==> src/rtl/mem_pkg.sv <==
// Shared types and constants for the data-memory responder.
package mem_pkg;
  localparam int WORD_W = 32;
  localparam int LATENCY_MAX = 15;
  localparam logic [WORD_W-1:0] MMIO_ADDR = 32'hFFFF_FFF0;

  typedef enum logic [1:0] {
    IDLE,
    BUSY,
    DONE
  } state_t;
endpackage

==> src/rtl/data_mem_responder_if.sv <==
// Memory-stage request/response bundle between the datapath and the responder.
interface data_mem_responder_if;
  logic [mem_pkg::WORD_W-1:0] addr;
  logic [mem_pkg::WORD_W-1:0] write_data;
  logic                       mem_write;
  logic                       mem_read;
  logic [mem_pkg::WORD_W-1:0] readdata;
  logic                       mem_stall;
  logic                       misalign_err;

  modport master (
    output addr, write_data, mem_write, mem_read,
    input  readdata, mem_stall, misalign_err
  );

  modport slave (
    input  addr, write_data, mem_write, mem_read,
    output readdata, mem_stall, misalign_err
  );
endinterface

==> src/rtl/mem_wait_counter.sv <==
// 4-bit loadable down-counter timing the BUSY wait states; saturates at zero.
module mem_wait_counter (
  input  logic       clk,
  input  logic       reset,
  input  logic       load,
  input  logic       en,
  input  logic [3:0] load_val,
  output logic       zero
);
  logic [3:0] cnt;

  always_ff @(posedge clk or posedge reset) begin
    if (reset) begin
      cnt <= '0;
    end else if (load) begin
      cnt <= load_val;
    end else if (en && (cnt != '0)) begin
      cnt <= cnt - 4'd1;
    end
  end

  assign zero = (cnt == '0);
endmodule

==> src/rtl/data_mem_responder.sv <==
// Word-addressed data RAM with LATENCY wait states and a pipeline stall output.
// Optional MMIO output register enabled by DATA_MEM_MMIO_EN.
module data_mem_responder
  import mem_pkg::*;
#(
  parameter int DEPTH   = 64,
  parameter int LATENCY = 2
) (
  input  logic                  clk,
  input  logic                  reset,
  data_mem_responder_if.slave   bus
`ifdef DATA_MEM_MMIO_EN
  ,
  output logic [WORD_W-1:0]     mmio_out
`endif
);
  localparam int IDX_W = $clog2(DEPTH);

  generate
    if (LATENCY < 1 || LATENCY > LATENCY_MAX) begin : g_bad_latency
      $error("data_mem_responder: LATENCY must be in 1..15");
    end
  endgenerate

  state_t            state, state_nx;
  logic              req, start, fire, cnt_zero;
  logic [IDX_W-1:0]  cap_idx;
  logic [1:0]        cap_off;
  logic [WORD_W-1:0] cap_data;
  logic              cap_we;
  logic              cap_mmio;
  logic [WORD_W-1:0] rd_q;
  logic [WORD_W-1:0] mem [DEPTH];

  assign req = bus.mem_read | bus.mem_write;

  always_ff @(posedge clk or posedge reset) begin
    if (reset) state <= IDLE;
    else       state <= state_nx;
  end

  always_comb begin
    state_nx = state;
    start    = 1'b0;
    fire     = 1'b0;
    case (state)
      IDLE: if (req) begin
        start    = 1'b1;
        state_nx = BUSY;
      end
      BUSY: if (cnt_zero) begin
        fire     = 1'b1;
        state_nx = DONE;
      end
      DONE:    state_nx = IDLE;
      default: state_nx = IDLE;
    endcase
  end

  mem_wait_counter u_wait (
    .clk      (clk),
    .reset    (reset),
    .load     (start),
    .en       (state == BUSY),
    .load_val (4'(LATENCY - 1)),
    .zero     (cnt_zero)
  );

  always_ff @(posedge clk or posedge reset) begin
    if (reset) begin
      cap_idx  <= '0;
      cap_off  <= '0;
      cap_data <= '0;
      cap_we   <= 1'b0;
      cap_mmio <= 1'b0;
    end else if (start) begin
      cap_idx  <= bus.addr[IDX_W+1:2];
      cap_off  <= bus.addr[1:0];
      cap_data <= bus.write_data;
      cap_we   <= bus.mem_write;
`ifdef DATA_MEM_MMIO_EN
      cap_mmio <= (bus.addr == MMIO_ADDR);
`else
      cap_mmio <= 1'b0;
`endif
    end
  end

  // State is already IDLE while reset is high, so an abandoned write never fires.
  always_ff @(posedge clk) begin
    if (fire && cap_we && !cap_mmio) mem[cap_idx] <= cap_data;
  end

`ifdef DATA_MEM_MMIO_EN
  always_ff @(posedge clk or posedge reset) begin
    if (reset)                         mmio_out <= '0;
    else if (fire && cap_we && cap_mmio) mmio_out <= cap_data;
  end
`endif

  always_ff @(posedge clk or posedge reset) begin
    if (reset) begin
      rd_q <= '0;
    end else if (fire && !cap_we) begin
`ifdef DATA_MEM_MMIO_EN
      rd_q <= cap_mmio ? mmio_out : mem[cap_idx];
`else
      rd_q <= mem[cap_idx];
`endif
    end
  end

  assign bus.readdata     = rd_q;
  assign bus.mem_stall    = req & (state != DONE);
  assign bus.misalign_err = (cap_off != 2'b00) & (state == DONE);
endmodule

==> src/flat_wrapper.sv <==
// flat-port wrapper written by rule: the top's interface ports become plain ports
module data_mem_responder_flat import mem_pkg::*;
#(
  parameter int DEPTH   = 64,
  parameter int LATENCY = 2
)
  (clk, reset, bus_addr, bus_write_data, bus_mem_write, bus_mem_read, bus_readdata, bus_mem_stall, bus_misalign_err);
  data_mem_responder_if bus_i ();
  input  logic clk;
  input  logic reset;
  input wire logic [$bits(bus_i.addr)-1:0] bus_addr;
  input wire logic [$bits(bus_i.write_data)-1:0] bus_write_data;
  input wire logic [$bits(bus_i.mem_write)-1:0] bus_mem_write;
  input wire logic [$bits(bus_i.mem_read)-1:0] bus_mem_read;
  output wire logic [$bits(bus_i.readdata)-1:0] bus_readdata;
  output wire logic [$bits(bus_i.mem_stall)-1:0] bus_mem_stall;
  output wire logic [$bits(bus_i.misalign_err)-1:0] bus_misalign_err;
  assign bus_i.addr = bus_addr;
  assign bus_i.write_data = bus_write_data;
  assign bus_i.mem_write = bus_mem_write;
  assign bus_i.mem_read = bus_mem_read;
  assign bus_readdata = bus_i.readdata;
  assign bus_mem_stall = bus_i.mem_stall;
  assign bus_misalign_err = bus_i.misalign_err;
  data_mem_responder #(.DEPTH(DEPTH), .LATENCY(LATENCY)) u_core (.clk(clk), .reset(reset), .bus(bus_i));
endmodule
==> config.mk <==
export PLATFORM = sky130hd
export DESIGN_NAME = data_mem_responder_flat
export DESIGN_NICKNAME = d
export VERILOG_FILES = /design/src/rtl/mem_pkg.sv /design/src/rtl/data_mem_responder_if.sv /design/src/rtl/mem_wait_counter.sv /design/src/rtl/data_mem_responder.sv /design/src/flat_wrapper.sv
export SDC_FILE = /design/constraint.sdc
export NUM_CORES = 2
export LEC_CHECK = 0
export ABC_AREA = 1
export CORE_ASPECT_RATIO = 2
export CORE_MARGIN = 5
export CORE_UTILIZATION = 40
export CTS_CLUSTER_DIAMETER = 200
export DETAILED_ROUTE_END_ITERATION = 8
export GPL_TIMING_DRIVEN = 0
export PLACE_DENSITY = 0.56
export SETUP_SLACK_MARGIN = 0.15
export SLEW_MARGIN = 15
export SYNTH_ARGS = -nofsm -noshare
export SYNTH_HDL_FRONTEND = slang
export SYNTH_HIERARCHICAL = 1
export SYNTH_SLANG_ARGS = --single-unit
==> constraint.sdc <==
create_clock -name clk -period 3.8 [get_ports clk]
set_clock_uncertainty 0.15 [all_clocks]
set_input_delay 0.76 -clock clk [delete_from_list [all_inputs] [get_ports clk]]
set_output_delay 0.76 -clock clk [all_outputs]
set_load 0.01 [all_outputs]
Word level (Yosys, flattened, before mapping)

Memories as Yosys holds them, arrays and structs flattened. A register that Yosys moved wholly into a read port is not among the register bits.
Index checks and enable logic that the tools add are counted.

Memories: 1
Memory bits (read-only): 0
Bits in latches: 0
Memory bits (writable): 2048
Flip-flop bits (word level): 47

Multiply operators: 0
Add/sub/neg operators: 1
Bitwise operators: 3
Equal/unequal tests: 5
Order comparisons: 0
Shift operators: 0
Reductions and logical operators: 10
Multiplexer cells: 11
Divide/modulo/power cells: 0

Memory list:

| memory     | words | bits a word | rd ports | clocked after memory_dff | wr ports | line                     | source |
|---|---|---|---|---|---|---|---|
| u_core.mem | 64    | 32          | 1        | 1                        | 1        | data_mem_responder.sv:33 | `logic [WORD_W-1:0] mem [DEPTH];` |

Operator list:

| kind                                                | number |
|---|---|
| 2-to-1 mux 4 bit                                    | 2 |
| 2-to-1 mux 1 bit                                    | 6 |
| logical NOT 4 bit                                   | 1 |
| 2-to-1 mux 2 bit                                    | 2 |
| != test 2 x 1 -> 1 bit, second input constant       | 2 |
| one-hot mux 2 bit (2 select lines)                  | 1 |
| nonzero test 2 bit                                  | 2 |
| nonzero test 4 bit                                  | 1 |
| subtractor 4 x 1 -> 4 bit, second input constant    | 1 |
| logical AND 1 bit                                   | 3 |
| AND 1 bit                                           | 2 |
| equality test 2 x 1 -> 1 bit, second input constant | 1 |
| equality test 2 bit, second input constant          | 1 |
| logical NOT 2 bit                                   | 1 |
| != test 2 bit, second input constant                | 1 |
| AND reduction 2 bit                                 | 1 |
| logical NOT 1 bit                                   | 1 |
| bitwise OR 1 bit                                    | 1 |

Longest topological paths before layout

Depth in word-level cells: 6
Depth in mapped cells: 17
Mapped depth without buffers: 13

Modules after synthesis

Netlist, hierarchy kept.

Modules (own cells, without submodules):

| module             | instances | cells an instance | area each (sq um) |
|---|---|---|---|
| data_mem_responder | 1         | 8737              | 88745.1 |
| mem_wait_counter   | 1         | 47                | 299.0 |

Worst setup path before layout

OpenSTA, ideal clock, no wires.

Path kind: reg-to-reg
From: reg u_core.u_wait.cnt[0]
To: mem u_core.mem[0][0], enable pin
Arrival: 2843 ps
Cell stages (with the launch flop): 9
Setup time: 421 ps
Setup slack: 385 ps
Path through: dfrtp_1 > inv_1 > ha_1 > nand2_2 > inv_1 > nand2_1 > nor2_1 > nand3_1 > nor2_1

Cells in the longest elaborated chain, start to end: 6

RTL lines:

| what                                   | line                     | source |
|---|---|---|
| start: declaration                     | mem_wait_counter.sv:10   | `logic [3:0] cnt;` |
| start signal: assignment               | mem_wait_counter.sv:16   | `cnt <= load_val;` |
| start signal: assignment               | mem_wait_counter.sv:18   | `cnt <= cnt - 4'd1;` |
| logical NOT 4 bit                      | mem_wait_counter.sv:22   | `assign zero = (cnt == '0);` |
| net u_core.cnt_zero                    | data_mem_responder.sv:26 | `logic req, start, fire, cnt_zero;` |
| 2-to-1 mux 1 bit                       | data_mem_responder.sv:51 | `BUSY: if (cnt_zero) begin` |
| 2-to-1 mux 1 bit                       | data_mem_responder.sv:46 | `case (state)` |
| logical AND 1 bit                      | data_mem_responder.sv:91 | `if (fire && cap_we && !cap_mmio) mem[cap_idx] <= cap_data;` |
| 2-to-1 mux 1 bit                       | data_mem_responder.sv:91 |  |
| 2-to-1 mux 1 bit (implied by the code) | data_mem_responder.sv:91 |  |
| end: declaration                       | data_mem_responder.sv:33 |  |

The timed path passes the listed nets, and every way through them passes these cells.

==> impl_results.rst <==
.. list-table::
   :header-rows: 1

   * - Metric
     - Value
   * - Run status
     - complete, no violations
   * - Arr. time, crit path
     - 4.37 ns
   * - Slew of the pin with the lowest slew margin
     - 1.159 ns
   * - Final instance area
     - 104,300 sq um
   * - Crit path max fanout
     - 10
   * - Worst Reg-to-Reg Cells
     - 13
   * - Number of top-level pins
     - 102
   * - Cells taking the most area after synthesis
     - edfxtp_1 (69%), nand2_1 (25%), dfrtp_1 (2.2%)
   * - Vias in the first global route
     - 62,280
   * - Fin. max-slew vios
     - 0
   * - Crit path required time
     - 4.46 ns
   * - Count of nets left with antenna violations after detail routing
     - 0
   * - FP Rows
     - 245
   * - Count of H-tree levels built during CTS
     - 4
   * - Overall die area
     - 232,700 sq um
   * - Distinct cell type count of the synthesized netlist
     - 29
   * - Routed wire per std cell
     - 25.68 um
   * - Launching element type of the critical path
     - flip-flop
   * - Wire length of the first global-routing pass
     - 442,200 um
   * - Warnings from Yosys
     - 6
   * - Total via count in the routed design
     - 63,210
   * - Most numerous cell in the Yosys netlist
     - nand2_1
   * - Leakage power of the design
     - 43.49 nW
   * - TritonCTS clock tree
     - yes
   * - Clock Path Buffers
     - 4
   * - Register area share after synthesis
     - 71.29%
   * - Total cell area at the placement stage
     - 96,740 sq um
   * - Final Setup Violations
     - 0
   * - Clock tree root driver cell
     - clkbuf_16
   * - Startpoint of the worst setup timing path
     - u_core/cap_idx[1]$_DFFE_PP0P_
   * - RSZ-0062 raised after global routing
     - true
   * - Maximum number of pins on one net before global-route repair
     - 66
   * - Vert. Die Dim
     - 677.3 um
   * - DIE WIDTH
     - 343.6 um
   * - Syn Std Cell Area
     - 89,040 sq um
   * - Final hold violation count
     - 0
   * - Clock slew seen by the registers of the worst setup and hold paths
     - 0.07 ns
   * - DRC violation total after the first TritonRoute iteration
     - 6,032
   * - Kind of end point of the critical path
     - flip-flop
   * - Initial core utilization
     - 40.07%
   * - Detailed-placement wirelength estimate
     - 232,700 um
   * - Initial antenna violation count
     - 17
   * - Skew-Pair Late Insertion Delay
     - 0.86 ns
   * - Count of flip-flops with a built-in enable after synthesis
     - 2,048
   * - Reg-to-Reg Start
     - u_core/cap_idx[1]$_DFFE_PP0P_
   * - Cts bufs inserted
     - 190
   * - All-layer global routing usage
     - 26.83%
   * - Final-stage net count
     - 9,350
   * - Post-route clock period utilization
     - 97.77%
   * - Congestion Overflow GR
     - 0
   * - P per Cell Area
     - 787.1 nW/um^2
   * - Total routed wirelength
     - 318,300 um
   * - Minimum hold slack
     - 0.05707 ns
   * - Post-synthesis sequential element count
     - 2,127
   * - Top cell type by total area after synthesis
     - edfxtp_1
   * - # Max-Cap Violations
     - 0
   * - P&R area growth vs syn
     - 17.11%
   * - Yosys top cell area share
     - 69.07%
   * - Highest achievable clock rate
     - 269.2 MHz
   * - Average size of a mapped cell
     - 10.14 sq um
   * - Count of input and output buffers
     - 77
   * - Worst reg2reg setup slack
     - 0.08 ns
   * - Synth Flop Type
     - edfxtp_1
   * - Fraction of final layout cells sized beyond drive strength 1
     - 9.320%
   * - Last weighted congestion value of the routability-driven placer
     - 1.002
   * - Largest vdd supply drop
     - 825.6 uV
   * - Vias per cell
     - 5.099
   * - Most numerous cell types in the synthesized netlist
     - nand2_1 (5,824), edfxtp_1 (2,048), buf_2 (191)
   * - Number of buffers added to fix hold violations after cts
     - 0
   * - Length of the first detailed-routing pass in iterations
     - 5
   * - Classification of the worst setup path
     - reg -> reg
   * - Async S/R FF share, synth
     - 3.714%
   * - Tightest Hold Check Type
     - in -> async
   * - Clock sink total
     - 2,127
   * - DRC viols
     - 0
   * - Post-layout minimum cycle time
     - 3.715 ns
   * - Placeable core area
     - 222,200 sq um
   * - Max_slew headroom
     - 22.75%
   * - Gate Count Post-Synth
     - 8,784
-- placed cells by master (no fill, tap or decap), drive strengths merged --
cell           instances
dfrtp                 79
bufinv                14
nand3b                 2
o21ai                 16
nand2               5827
clkbuf               430
inv                  109
nor3                   9
nand3                 61
o211ai                 4
clkinv                74
clkdlybuf4s50         77
nor2                 150
conb                   4
or2                   32
edfxtp              2048
o31ai                  1
diode                  1
clkinvlp               9
a21oi                 11
buf                  472
ha                     1
o211a                  1
-- sequential cells by signal, summed over array words and instances (netlist names) --
name	cells
u_core/mem	2048
u_core/bus.readdata	32
u_core/cap_data	32
u_core/cap_idx	6
u_core/u_wait/cnt	4
u_core/cap_off	2
u_core/state	2
u_core/cap_we	1
-- per-layer routing --
layer / up-vias / track usage, % / part of all wire, %
met2: 2413 / 48.59 / 52
met3: 805 / 2.962 / 5.3
met1: 30730 / 27.80 / 33
met4: 2 / 21.51 / 10
met5: - / 0 / 0.0041
li1: 29260 / - / -
-- cell families after synthesis --
logic type / synth area share [%]
compound gates: 0.2052
fa+ha+maj: 0.01405
buf+inv: 2.600
flops: 71.29
other cells: 0.008434
simple gates: 25.89
-- cell type report --
class | instances | area (sq um)
clock buffer | 244 | 5196
fill | 20530 | 118000
inverter | 108 | 407.9
multi-input combinational | 6119 | 23830
timing repair buffer | 303 | 4712
tap | 2964 | 3709
clock inverter | 98 | 890.9
antenna | 1 | 2.502
buffer | 432 | 1942
sequential | 2127 | 63590
-- final timing paths --
check                                                      end
hold / removal                u_core/u_wait/cnt[2]$_DFFE_PP0P_
max in group asynchronous  u_core/bus.readdata[28]$_DFFE_PP0P_
setup reg to reg           u_core/bus.readdata[16]$_DFFE_PP0P_
min in group clk               u_core/cap_data[22]$_DFFE_PP0P_
setup / recovery           u_core/bus.readdata[16]$_DFFE_PP0P_
hold reg to reg                  u_core/cap_off[1]$_DFFE_PP0P_
-- worst max-delay path, cell delays in order, from the launching register on --
cell      delay (ns)
dfrtp_1         0.46
inv_2           0.28
clkbuf_2        0.60
clkbuf_1        0.92
nand2_1         0.20
nand2_1         0.11
nand2_1         0.06
nand2_1         0.12
nand2_1         0.05
nand2_1         0.20
nor2_1          0.07
nand3_1         0.28
nand2_1         0.09
inv_1           0.06
-- report_power, final --
part           internal, W  switching (W)  total (W)
sequential          0.0294        0.00229     0.0317
clock               0.0106        0.00874     0.0194
combinational      0.00725         0.0237     0.0310
-- metrics by stage --
step	worst slack, ns	TNS [ns]	total power, W	instances	util [%]
2_1_floorplan	0.3854	0	0.04669	8786	-
3_5_place_dp	-1.066	-1597.79	0.06284	11940	43.53
4_1_cts	0.1616	0	0.08223	12370	46.79
5_1_grt	0.09726	0	0.08543	12400	46.92
3_3_place_gp	-2.874	-4932.75	0.06186	11830	42.08
6_report	0.08463	0	0.08208	12400	46.92
-- repair_timing --
action,in CTS,in global routing
pin swaps,32,8
endpoints found under the setup margin,2066,224
resized for setup,28,4
buffers inserted,87,29
hold endpoints to repair,0,0
Power figures use the tool's default switching activity.
